## src/rtl/aes_request_sequencer.sv

```systemverilog
// aes_request_sequencer: host-side driver for the AES engine.
// Accepts one operand+key+mode per request, pulses a single-cycle encrypt or
// decrypt strobe, waits a fixed engine latency, captures the matching engine
// result and returns it on a valid/ready response channel.
//
// Ports:
//   clk, reset                 clock, synchronous active-high reset
//   req_valid/req_ready        request handshake (ready only when idle)
//   req_mode/req_data/req_key  request payload (mode 0 = encrypt, 1 = decrypt)
//   eng_encrypt/eng_decrypt    one-cycle strobes to the engine
//   eng_data/eng_key           operand and key held stable for the engine
//   eng_enc_result/dec_result  engine outputs
//   rsp_valid/rsp_ready        response handshake
//   rsp_mode/rsp_data          response payload
//   busy                       high whenever not idle
//   done_count                 completed handoffs, wraps silently
module aes_request_sequencer #(
    parameter int unsigned LATENCY = 12,
    parameter int unsigned CNT_W   = 16
) (
    input  logic             clk,
    input  logic             reset,
    input  logic             req_valid,
    output logic             req_ready,
    input  logic             req_mode,
    input  logic [0:127]     req_data,
    input  logic [0:127]     req_key,
    output logic             eng_encrypt,
    output logic             eng_decrypt,
    output logic [0:127]     eng_data,
    output logic [0:127]     eng_key,
    input  logic [0:127]     eng_enc_result,
    input  logic [0:127]     eng_dec_result,
    output logic             rsp_valid,
    input  logic             rsp_ready,
    output logic             rsp_mode,
    output logic [0:127]     rsp_data,
    output logic             busy,
    output logic [CNT_W-1:0] done_count
);

    // Wait counter only needs to reach LATENCY-1.
    localparam int unsigned WAIT_W = (LATENCY > 1) ? $clog2(LATENCY) : 1;

    typedef enum logic [1:0] {IDLE, STROBE, WAIT, RESP} state_t;

    state_t            state;
    state_t            state_nxt;
    logic [WAIT_W-1:0] wait_cnt;
    logic              mode;
    logic              accept;
    logic              wait_done;
    logic              handoff;

    // State register.
    always_ff @(posedge clk) begin
        if (reset) begin
            state <= IDLE;
        end else begin
            state <= state_nxt;
        end
    end

    // Next-state and handshake decode.
    always_comb begin
        state_nxt = state;
        accept    = 1'b0;
        wait_done = 1'b0;
        handoff   = 1'b0;
        case (state)
            IDLE: begin
                if (req_valid) begin
                    accept    = 1'b1;
                    state_nxt = STROBE;
                end
            end
            STROBE: begin
                state_nxt = WAIT;
            end
            WAIT: begin
                if (wait_cnt == WAIT_W'(LATENCY - 1)) begin
                    wait_done = 1'b1;
                    state_nxt = RESP;
                end
            end
            RESP: begin
                if (rsp_ready) begin
                    handoff   = 1'b1;
                    state_nxt = IDLE;
                end
            end
            default: state_nxt = IDLE;
        endcase
    end

    assign req_ready = (state == IDLE);
    assign busy      = (state != IDLE);

    // Datapath: operand latch, strobes, latency counter, result capture.
    // Strobes are set on the accept edge so they are high exactly during STROBE.
    always_ff @(posedge clk) begin
        if (reset) begin
            eng_encrypt <= 1'b0;
            eng_decrypt <= 1'b0;
            eng_data    <= '0;
            eng_key     <= '0;
            mode        <= 1'b0;
            wait_cnt    <= '0;
            rsp_valid   <= 1'b0;
            rsp_mode    <= 1'b0;
            rsp_data    <= '0;
            done_count  <= '0;
        end else begin
            eng_encrypt <= accept && !req_mode;
            eng_decrypt <= accept && req_mode;
            if (accept) begin
                eng_data <= req_data;
                eng_key  <= req_key;
                mode     <= req_mode;
            end
            if (state == STROBE) begin
                wait_cnt <= '0;
            end else if (state == WAIT) begin
                wait_cnt <= wait_cnt + 1'b1;
            end
            if (wait_done) begin
                rsp_data  <= mode ? eng_dec_result : eng_enc_result;
                rsp_mode  <= mode;
                rsp_valid <= 1'b1;
            end
            if (handoff) begin
                rsp_valid  <= 1'b0;
                done_count <= done_count + 1'b1;
            end
        end
    end

endmodule

```

## config.mk

```make
export PLATFORM = sky130hd
export DESIGN_NAME = aes_request_sequencer
export DESIGN_NICKNAME = d
export VERILOG_FILES = /design/src/rtl/aes_request_sequencer.sv
export SDC_FILE = /design/constraint.sdc
export NUM_CORES = 1
export LEC_CHECK = 0
export BUFFER_PORTS_ARGS = -buffer_cell sky130_fd_sc_hd__buf_2
export CORE_AREA = 2 2 355 357
export DETAILED_ROUTE_END_ITERATION = 10
export DIE_AREA = 0 0 357 359
export GPL_ROUTABILITY_DRIVEN = 0
export SYNTH_ARGS = -nofsm -noshare
export SYNTH_HDL_FRONTEND = slang
export SYNTH_SLANG_ARGS = --single-unit
```

## constraint.sdc

```tcl
create_clock -name clk -period 4.41 [get_ports clk]
set_input_delay 0.6615 -clock clk [delete_from_list [all_inputs] [get_ports clk]]
set_output_delay 0.6615 -clock clk [all_outputs]
set_load 0.02 [all_outputs]
```

* Yosys cells after proc, flatten, opt, wreduce, memory -nomap -nowiden
Cells that the tools add are included.
** Word-level totals
- Register bits :: 411
- Word-level logic and storage cells :: 39
** Operators by class
- $add $sub $neg :: 2
- Equality and inequality tests :: 7
- Multiplexer cells :: 11
- Reduce and logical (&&, ||, !) cells :: 8
** Operators with widths (number)
- $mux 128 :: 1
- $add 16x1->16 const B :: 1
- $pmux 2 s4 :: 1
- $mux 1 :: 6
- $mux 2 :: 3
- $ne 2x2->1 const B :: 3
- $add 4x1->4 const B :: 1
- $eq 2x2->1 const B :: 2
- $eq 4x4->1 const B :: 1
- $reduce_or 2->1 :: 2
- $reduce_and 3->1 :: 1
- $eq 2x1->1 const B :: 1
- $logic_and 1x1->1 :: 2
- $logic_not 2->1 :: 1
- $reduce_bool 2->1 :: 1
- $logic_not 1->1 :: 1

* Depth between registers and ports, before layout
Gate-level depths: netlist of run 1.
- Depth in word-level cells :: 3
- Depth in mapped cells :: 9

* Worst setup path after synthesis of run 1
OpenSTA, ideal clock, no wires.
- Path type :: flip-flop to flip-flop
- Start :: register state[0]
- End :: register eng_data[34] in the netlist's numbering
- Setup time :: 0.059 ns
- Arrival time :: 1.655 ns
- Required time :: 4.351 ns
- Path slack :: 2.696 ns
- Cell stages (with the launch flop) :: 8
- Period minus slack after synthesis :: 1.714 ns
- Cells stage by stage :: dfxtp_1 > inv_1 > ha_1 > nand2_1 > nor2_1 > clkbuf_1 > buf_2 > a22o_1
** On the way
- Cells in the longest elaborated chain, start to end :: 2
** RTL lines
- start: declaration :: line 47 : state_t state;
- start signal: assignment :: line 60 : state <= state_nxt;
- $logic_not 2->1
- named net req_ready :: line 24 : output logic req_ready,
- $mux 1 :: line 70 : case (state)
- end signal: assignment :: line 117 : eng_data <= req_data;
- end: declaration :: line 30 : output logic [0:127] eng_data,
The timed path passes the listed nets, and every way through them passes these cells.
A chain may end at the register's enable or synchronous reset.

* Worst setup path after layout of run 1
- Start :: register state[0]
- End :: register rsp_data[32] in the netlist's numbering
** On the way
- Cells in the longest elaborated chain, start to end :: 2
** RTL lines
- $eq 2x2->1 :: line 70
- $mux 1 :: line 70
- end signal: assignment :: line 127 : rsp_data <= mode ? eng_dec_result : eng_enc_result;
- end: declaration :: line 37 : output logic [0:127] rsp_data,
Every way passes these cells.

==> reports/qor.yml, run 1 <==
dr_wl_met2_mm: 42.1
htree_num_levels: 2
cp.arrival_ns: 2.98
wl_met1_mm: 32.4
syn_inst: 1274
grt_pass1_vias: 13547
ctsHoldBuffers: 0
dr_wl_met3_mm: 14.1
crit_path_max_fanout: 134
antenna_found_initial: 106
avgSynthCellArea_sq_um: 11.5
drv_cap: 0
gr-total-overflow: 0
hold_depth: 2
endpoint_kind: "register"
ff2ff_setup_slack_ns: 1.95
post_dp_cell_area_sq_um: 21000
dr.pass1.iters: 5
fin_util: 0.184
cts_tree: "done"
syn2layout_area_growth_pct: 56.5
clk_path_buf_depth: 3
status: "complete, no violations"
hold_ws_ns: 0.234
r2r-start: "state[0]"
final_cells: 3858
critical_path_required_ns: 4.93
fin_worst_skew_ns: 0.0151
placed_cells: 3747
num_rows: 130
grt_pass1_wl_mm: 118
maxUsedRoutingLayer: "met5"
setup_tns_ns: 0
p_per_area_nw_per_um2: 523
peakVddDrop_mv: 0.256
worstReg2RegEnd: "rsp_data[32]"
min_to: "eng_data[33]"
netlist_area_sq_um: 14600
cts_setup_buffers: 0
syn_nets: 1797
hp-class: "in2reg"
netlist_top_cells_area: "dfxtp_1 (56%), a22o_1 (15%), mux2i_1 (9.0%)"
finish.instance_area_sq_um: 22900
ctsRootBufferMaster: "clkbuf_16"
grt_util_all_layers: 0.135
design.core.area_sq_um: 125000
post_drt_wl_per_cell_um: 23.7
num_vias: 14225
setup_viol: 0
ys_warn_count: 0
clkTransAtPathRegs_ns: 0.06
final_common_cell: "buf_2"
crit_path_start_kind: "register"
synth-seq-cells: 411
vias_per_cell: 3.69
period_minus_slack_ns: 2.46
pin_count: 923
synthFlopType: "dfxtp_1"
cts_sinks: 411
hold_violations: 0
min_from: "req_data[33]"
port_buffers: 922
ys_seq_area_frac: 0.563
post_cts_resized: 0
synth-async-reset-ratio: 0
slew_viol_final: 0
start_util: 0.117
criticalPathCategory: "reg2reg"
synth_edf_count: 0
die_w_um: 357
synth_top_cell_by_area: "dfxtp_1"
rsz0062_at_grt: "false"
synth_top_area_frac: 0.563
die_h_um: 359
worst_pin_slew_ns: 0.984
wl_mm: 91.4
max_freq_mhz: 407
fin_nets: 2674
drive_gt1_frac: 0.488
clock_latency_ns: 0.62
ant_nets: 0
drc: 0
relSlewSlack: 0.344
period_share: 0.557
cts_buffers: 52
grt_max_degree: 149
synth_cell_types: 36
die_area_sq_um: 128000
cellLeakagePower_nw: 10.2
final_cell_mix: "buf_2 (921), dfxtp_1 (410), a22o_1 (256), nor2_1 (150), mux2i_1 (131)"
worstRegToRegCells: 8
drt_iter0_markers: 777
dp_hpwl_mm: 75.0
[per-stage QoR]
step	power, mW	setup WS [ns]
2_1_floorplan	6.10	2.70
4_1_cts	12.2	1.94
6_report	12.0	1.95
5_1_grt	12.6	1.74
3_3_place_gp	7.32	1.98
3_5_place_dp	7.34	1.99
[worst max-delay path, stage by stage, from the launching register on]
cell and delay [ns]:
dfxtp_1 0.34, inv_1 0.09, ha_1 0.30, nand2_2 0.13
nor3b_4 0.22, buf_12 0.28, buf_12 0.40, nor2_1 0.12
a211oi_1 0.22
[synth_stat cells, types with 2 or more instances]
cell and instances:
clkbuf_1 26, nand2b_1 2, a22o_1 256, nor2_1 151
xor2_1 3, a21oi_1 5, a31o_2 2, nand4_1 4
a211oi_2 28, ha_1 6, mux2i_1 131, nor3_1 9
buf_1 2, inv_1 9, nand2_1 6, nor2b_1 3
buf_4 14, dfxtp_1 411, buf_2 76, mux2_1 2
a211oi_1 102, nand3_1 4, xnor2_1 9
[sequential cells by signal, summed over array words and instances, names as in the netlist]
signal,count
mode,1
wait_cnt,4
rsp_mode,1
eng_encrypt,1
eng_data,128
eng_key,128
done_count,16
eng_decrypt,1
rsp_valid,1
rsp_data,128
state,2
[routing by layer]
| metal | GRT usage | vias up |
|---|---|---|
| met5 | 0 | - |
| met4 | 0.0309 | 36 |
| met3 | 0.0874 | 269 |
| met2 | 0.221 | 770 |
| met1 | 0.145 | 6630 |
| li1 | - | 6520 |
[cell type report]
type / count / area (sq um)
fillers: 13978 / 102000
clock buffers: 65 / 1430
inverters: 9 / 33.8
diodes: 17 / 42.5
clock inverters: 29 / 437
flip-flops and latches: 411 / 8230
multi-input cells: 736 / 5780
repair buffers: 941 / 4850
well taps: 1650 / 2060
[report_power, final]
part | internal, mW | switching, mW
logic | 1.01 | 1.75
registers | 4.19 | 0.283
clock network | 2.84 | 1.88
[worst max path at each step]
stage              start            to  slack (ns)  cells after the start
2_1_floorplan   state[0]  eng_data[34]        2.70                      7
3_3_place_gp   req_valid  eng_key[100]        1.98                      5
3_5_place_dp   req_valid   eng_key[81]        1.99                      5
4_1_cts         state[0]          busy        1.94                      4
5_1_grt         state[0]  rsp_data[22]        1.74                      8
6_report        state[0]  rsp_data[32]        1.95                      8
[cells by family (layout without fill, tap and decap cells)]
group,after synthesis,in the layout,synth area share
adders and majority gates,6,6,0.00514
and+or+nand+nor,188,188,0.0559
DFF,411,411,0.563
other,0,17,0
xor gates and xnor gates,12,12,0.00719
buffers and inverters,127,1044,0.0427
AOI/OAI and AO/OA,396,396,0.234
muxes,134,134,0.0920
Note: power is estimated with default switching activity, not from simulation.
==> run 2: changes to the inputs <==
--- a/config.mk
+++ b/config.mk
@@ -5,10 +5,11 @@
 export SDC_FILE = /design/constraint.sdc
 export NUM_CORES = 1
 export LEC_CHECK = 0
+export ABC_AREA = 1
 export BUFFER_PORTS_ARGS = -buffer_cell sky130_fd_sc_hd__buf_2
-export CORE_AREA = 2 2 355 357
+export CORE_AREA = 2 2 362 364
 export DETAILED_ROUTE_END_ITERATION = 10
-export DIE_AREA = 0 0 357 359
+export DIE_AREA = 0 0 364 366
 export GPL_ROUTABILITY_DRIVEN = 0
 export SYNTH_ARGS = -nofsm -noshare
 export SYNTH_HDL_FRONTEND = slang
==> constraint.sdc (replaced) <==
create_clock -name clk -period 2.1 [get_ports clk]
set_input_delay 0.315 -clock clk [delete_from_list [all_inputs] [get_ports clk]]
set_output_delay 0.315 -clock clk [all_outputs]
set_load 0.02 [all_outputs]
==> run 2 against run 1 <==
Against the previous run: die area up 3.9%; hold slack got worse by 0.17 ns; non-clock buffer count rose by 521; clock skew down 0.0040 ns; critical path type is now reg2out; critical endpoint is now busy.
==> reports/qor.yml, run 2 <==
status: "complete, no violations"
cts_sinks: 411  # unchanged
ant_nets: 0  # unchanged
clkTransAtPathRegs_ns: 0.06  # about the same
top_regs: "eng_data x128, eng_key x128, rsp_data x128"
syn2layout_area_growth_pct: 83.6
relSlewSlack: 0.512  # +0.168
avgSynthCellArea_sq_um: 7.74  # -33%
syn_inst: 2031  # +59%
syn_nets: 2554  # +42%
min_from: "eng_dec_result[44]"
yosysMostFrequentCell: "nand2_1"
p_per_area_nw_per_um2: 901  # +72%
clk_path_buf_depth: 3  # unchanged
hp-class: "in2reg"
final_common_cell: "buf_2"
wl_mm: 102  # +11%
synth-async-reset-ratio: 0  # unchanged
setup_tns_ns: 0  # unchanged
dp_hpwl_mm: 76.7  # +2.3%
synth_cell_types: 21  # -42%
r2r-start: "state[1]"
synth_edf_count: 0  # unchanged
critical_path_required_ns: 1.78  # -3.15 ns
max_freq_mhz: 506
htree_num_levels: 2  # unchanged
post_drt_wl_per_cell_um: 19.8  # -17%
rsz0062_at_grt: "false"
period_share: 0.941
drc: 0  # unchanged
synthFlopType: "dfxtp_1"
ys_seq_area_frac: 0.523  # -0.0396
gr-total-overflow: 0  # unchanged
worst_pin_slew_ns: 0.733  # -0.251 ns
post_dp_cell_area_sq_um: 22300  # +6.2%
drive_gt1_frac: 0.308  # -0.179
path_buf_inv: 3  # unchanged
drv_cap: 0  # unchanged
final_cell_mix: "buf_2 (919), nand2_1 (551), dlygate4sd3_1 (493), dfxtp_1 (410), a21oi_1 (266)"
peakVddDrop_mv: 0.484  # +89%
num_rows: 132  # +1.5%
fin_worst_skew_ns: 0.0110  # -0.00404 ns
synth-seq-cells: 411  # unchanged
crit_cells: 4  # -4
cp-endpoint: "busy"
start_util: 0.122  # +0.00459
die_area_sq_um: 133000  # +3.9%
netlist_area_sq_um: 15700  # +7.6%
worstRegToRegCells: 7  # -1
num_vias: 20662  # +45%
grt_util_all_layers: 0.144  # +0.00831
final_cells: 5145  # +33%
worstReg2RegEnd: "eng_data[114]"
critPathSlowestCell: "dfxtp_1"
grt_pass1_vias: 19809  # +46%
ctsRootBufferMaster: "clkbuf_16"
criticalPathCategory: "reg2out"
ff2ff_setup_slack_ns: 0.17  # -1.78 ns
cts_tree: "done"
drt_iter0_markers: 1396  # +80%
worst_slack_ns: 0.124  # -1.83 ns
endpoint_kind: "primary output"
period_minus_slack_ns: 1.98
grt_max_degree: 129  # -13%
clock_latency_ns: 0.61  # about the same
ys_top_cells_by_count: "nand2_1 (552), dfxtp_1 (411), a21oi_1 (266), nand3_1 (262), a31oi_1 (128)"
die_w_um: 364  # +2.0%
synth_top_area_frac: 0.523  # -0.0396
design.core.area_sq_um: 129000  # +3.5%
grt_pass1_wl_mm: 140  # +18%
setup_viol: 0  # unchanged
cts_buffers: 48  # -7.7%
crit_start: "state[1]"
cellLeakagePower_nw: 12.9  # +25%
crit_path_start_kind: "register"
hold_violations: 0  # unchanged
cp.arrival_ns: 1.66  # -1.32 ns
finish.instance_area_sq_um: 28900  # +26%
fin_util: 0.224  # +0.0402
crit_path_max_fanout: 3  # -98%
crit_family: "buffers and inverters"
dr.pass1.iters: 6  # +1
vias_per_cell: 4.02  # +8.9%
crit_chain: "inv_1, ha_4, inv_1, buf_2"
fin_nets: 3879  # +45%
port_buffers: 922  # unchanged
antenna_found_initial: 27  # -75%
slew_viol_final: 0  # unchanged
synth_top_cell_by_area: "dfxtp_1"
max_stage_delay_ns: 0.37  # -0.03 ns
crit_top_cell: "inv_1"
post-place-ws_ns: 0.217  # -1.77 ns
pin_count: 923  # unchanged
netlist_top_cells_area: "dfxtp_1 (52%), nand2_1 (13%), a21oi_1 (8.5%)"
die_h_um: 366  # +1.9%
ys_warn_count: 0  # unchanged
placed_cells: 4552  # +21%
-- run 2: final cells by class --
type,count,area [sq um]
fill,14001,100000
clock buffer,73,1400
tap,1742,2180
clock inverter,12,163
timing repair buffer,1462,10200
sequential,411,8230
inverter,32,139
multi-input combinational,1401,6520
antenna,12,30.0
-- run 2: cell families (layout without fill, tap and decap cells) --
kind of cell | after synthesis | count (layout) | share of synthesized area
other cells | 0 | 12 | 0
buf+inv | 219 | 1579 | 0.0632
xor+xnor | 2 | 2 | 0.00111
simple gates | 855 | 855 | 0.226
flops | 411 | 411 | 0.523
compound gates | 538 | 538 | 0.182
fa+ha+maj | 6 | 6 | 0.00477
-- run 2: power by group --
part | leakage, nW | internal, mW | switching, mW
clock | 0.756 | 4.94 | 3.52
combinational | 8.76 | 2.96 | 5.39
sequential | 3.35 | 8.71 | 0.494
total | 12.9 | 16.6 | 9.41
-- run 2: routing by layer --
layer  wire length (um)  GRT usage  up-vias
li1                   -          -     9594
met1              38200      0.160     9618
met2              45000      0.227     1153
met3              12500     0.0676      295
met4               5970     0.0753        2
met5                 12          0        -
-- run 2: worst min-delay path by stage --
| stage | to | slack [ns] | cells after the start |
|---|---|---|---|
| after detailed placement | eng_key[31] | 0.45 | 2 |
| after global placement | eng_data[51] | 0.44 | 2 |
| after CTS | rsp_data[87] | 0.002 | 3 |
| final | rsp_data[44] | 0.06 | 3 |
| after global routing | rsp_data[44] | 0.02 | 3 |
| after floorplan | eng_encrypt | 0.39 | 1 |
-- run 2: tightest hold or removal path, delay by kind of cell --
family | cells | cell delay, ns
and+or+nand+nor | 1 | 0.11
buffers and inverters | 1 | 0.10
AOI/OAI and AO/OA | 1 | 0.09
-- run 2: timing repair --
action	in CTS	in global routing
hold buffers	493	0
pin swaps	1	0
resized for setup	1	3
setup endpoints to repair	1	3
hold endpoints to repair	378	0
setup buffers	1	0
cloned	1	1
-- run 2: metrics by stage --
step                      hold slack (ns)  power (mW)
after global routing               0.0219        27.4
final                              0.0602        26.0
after global placement              0.445        16.6
after detailed placement            0.449        16.7
after floorplan                     0.387        13.5
after CTS                         0.00154        26.3
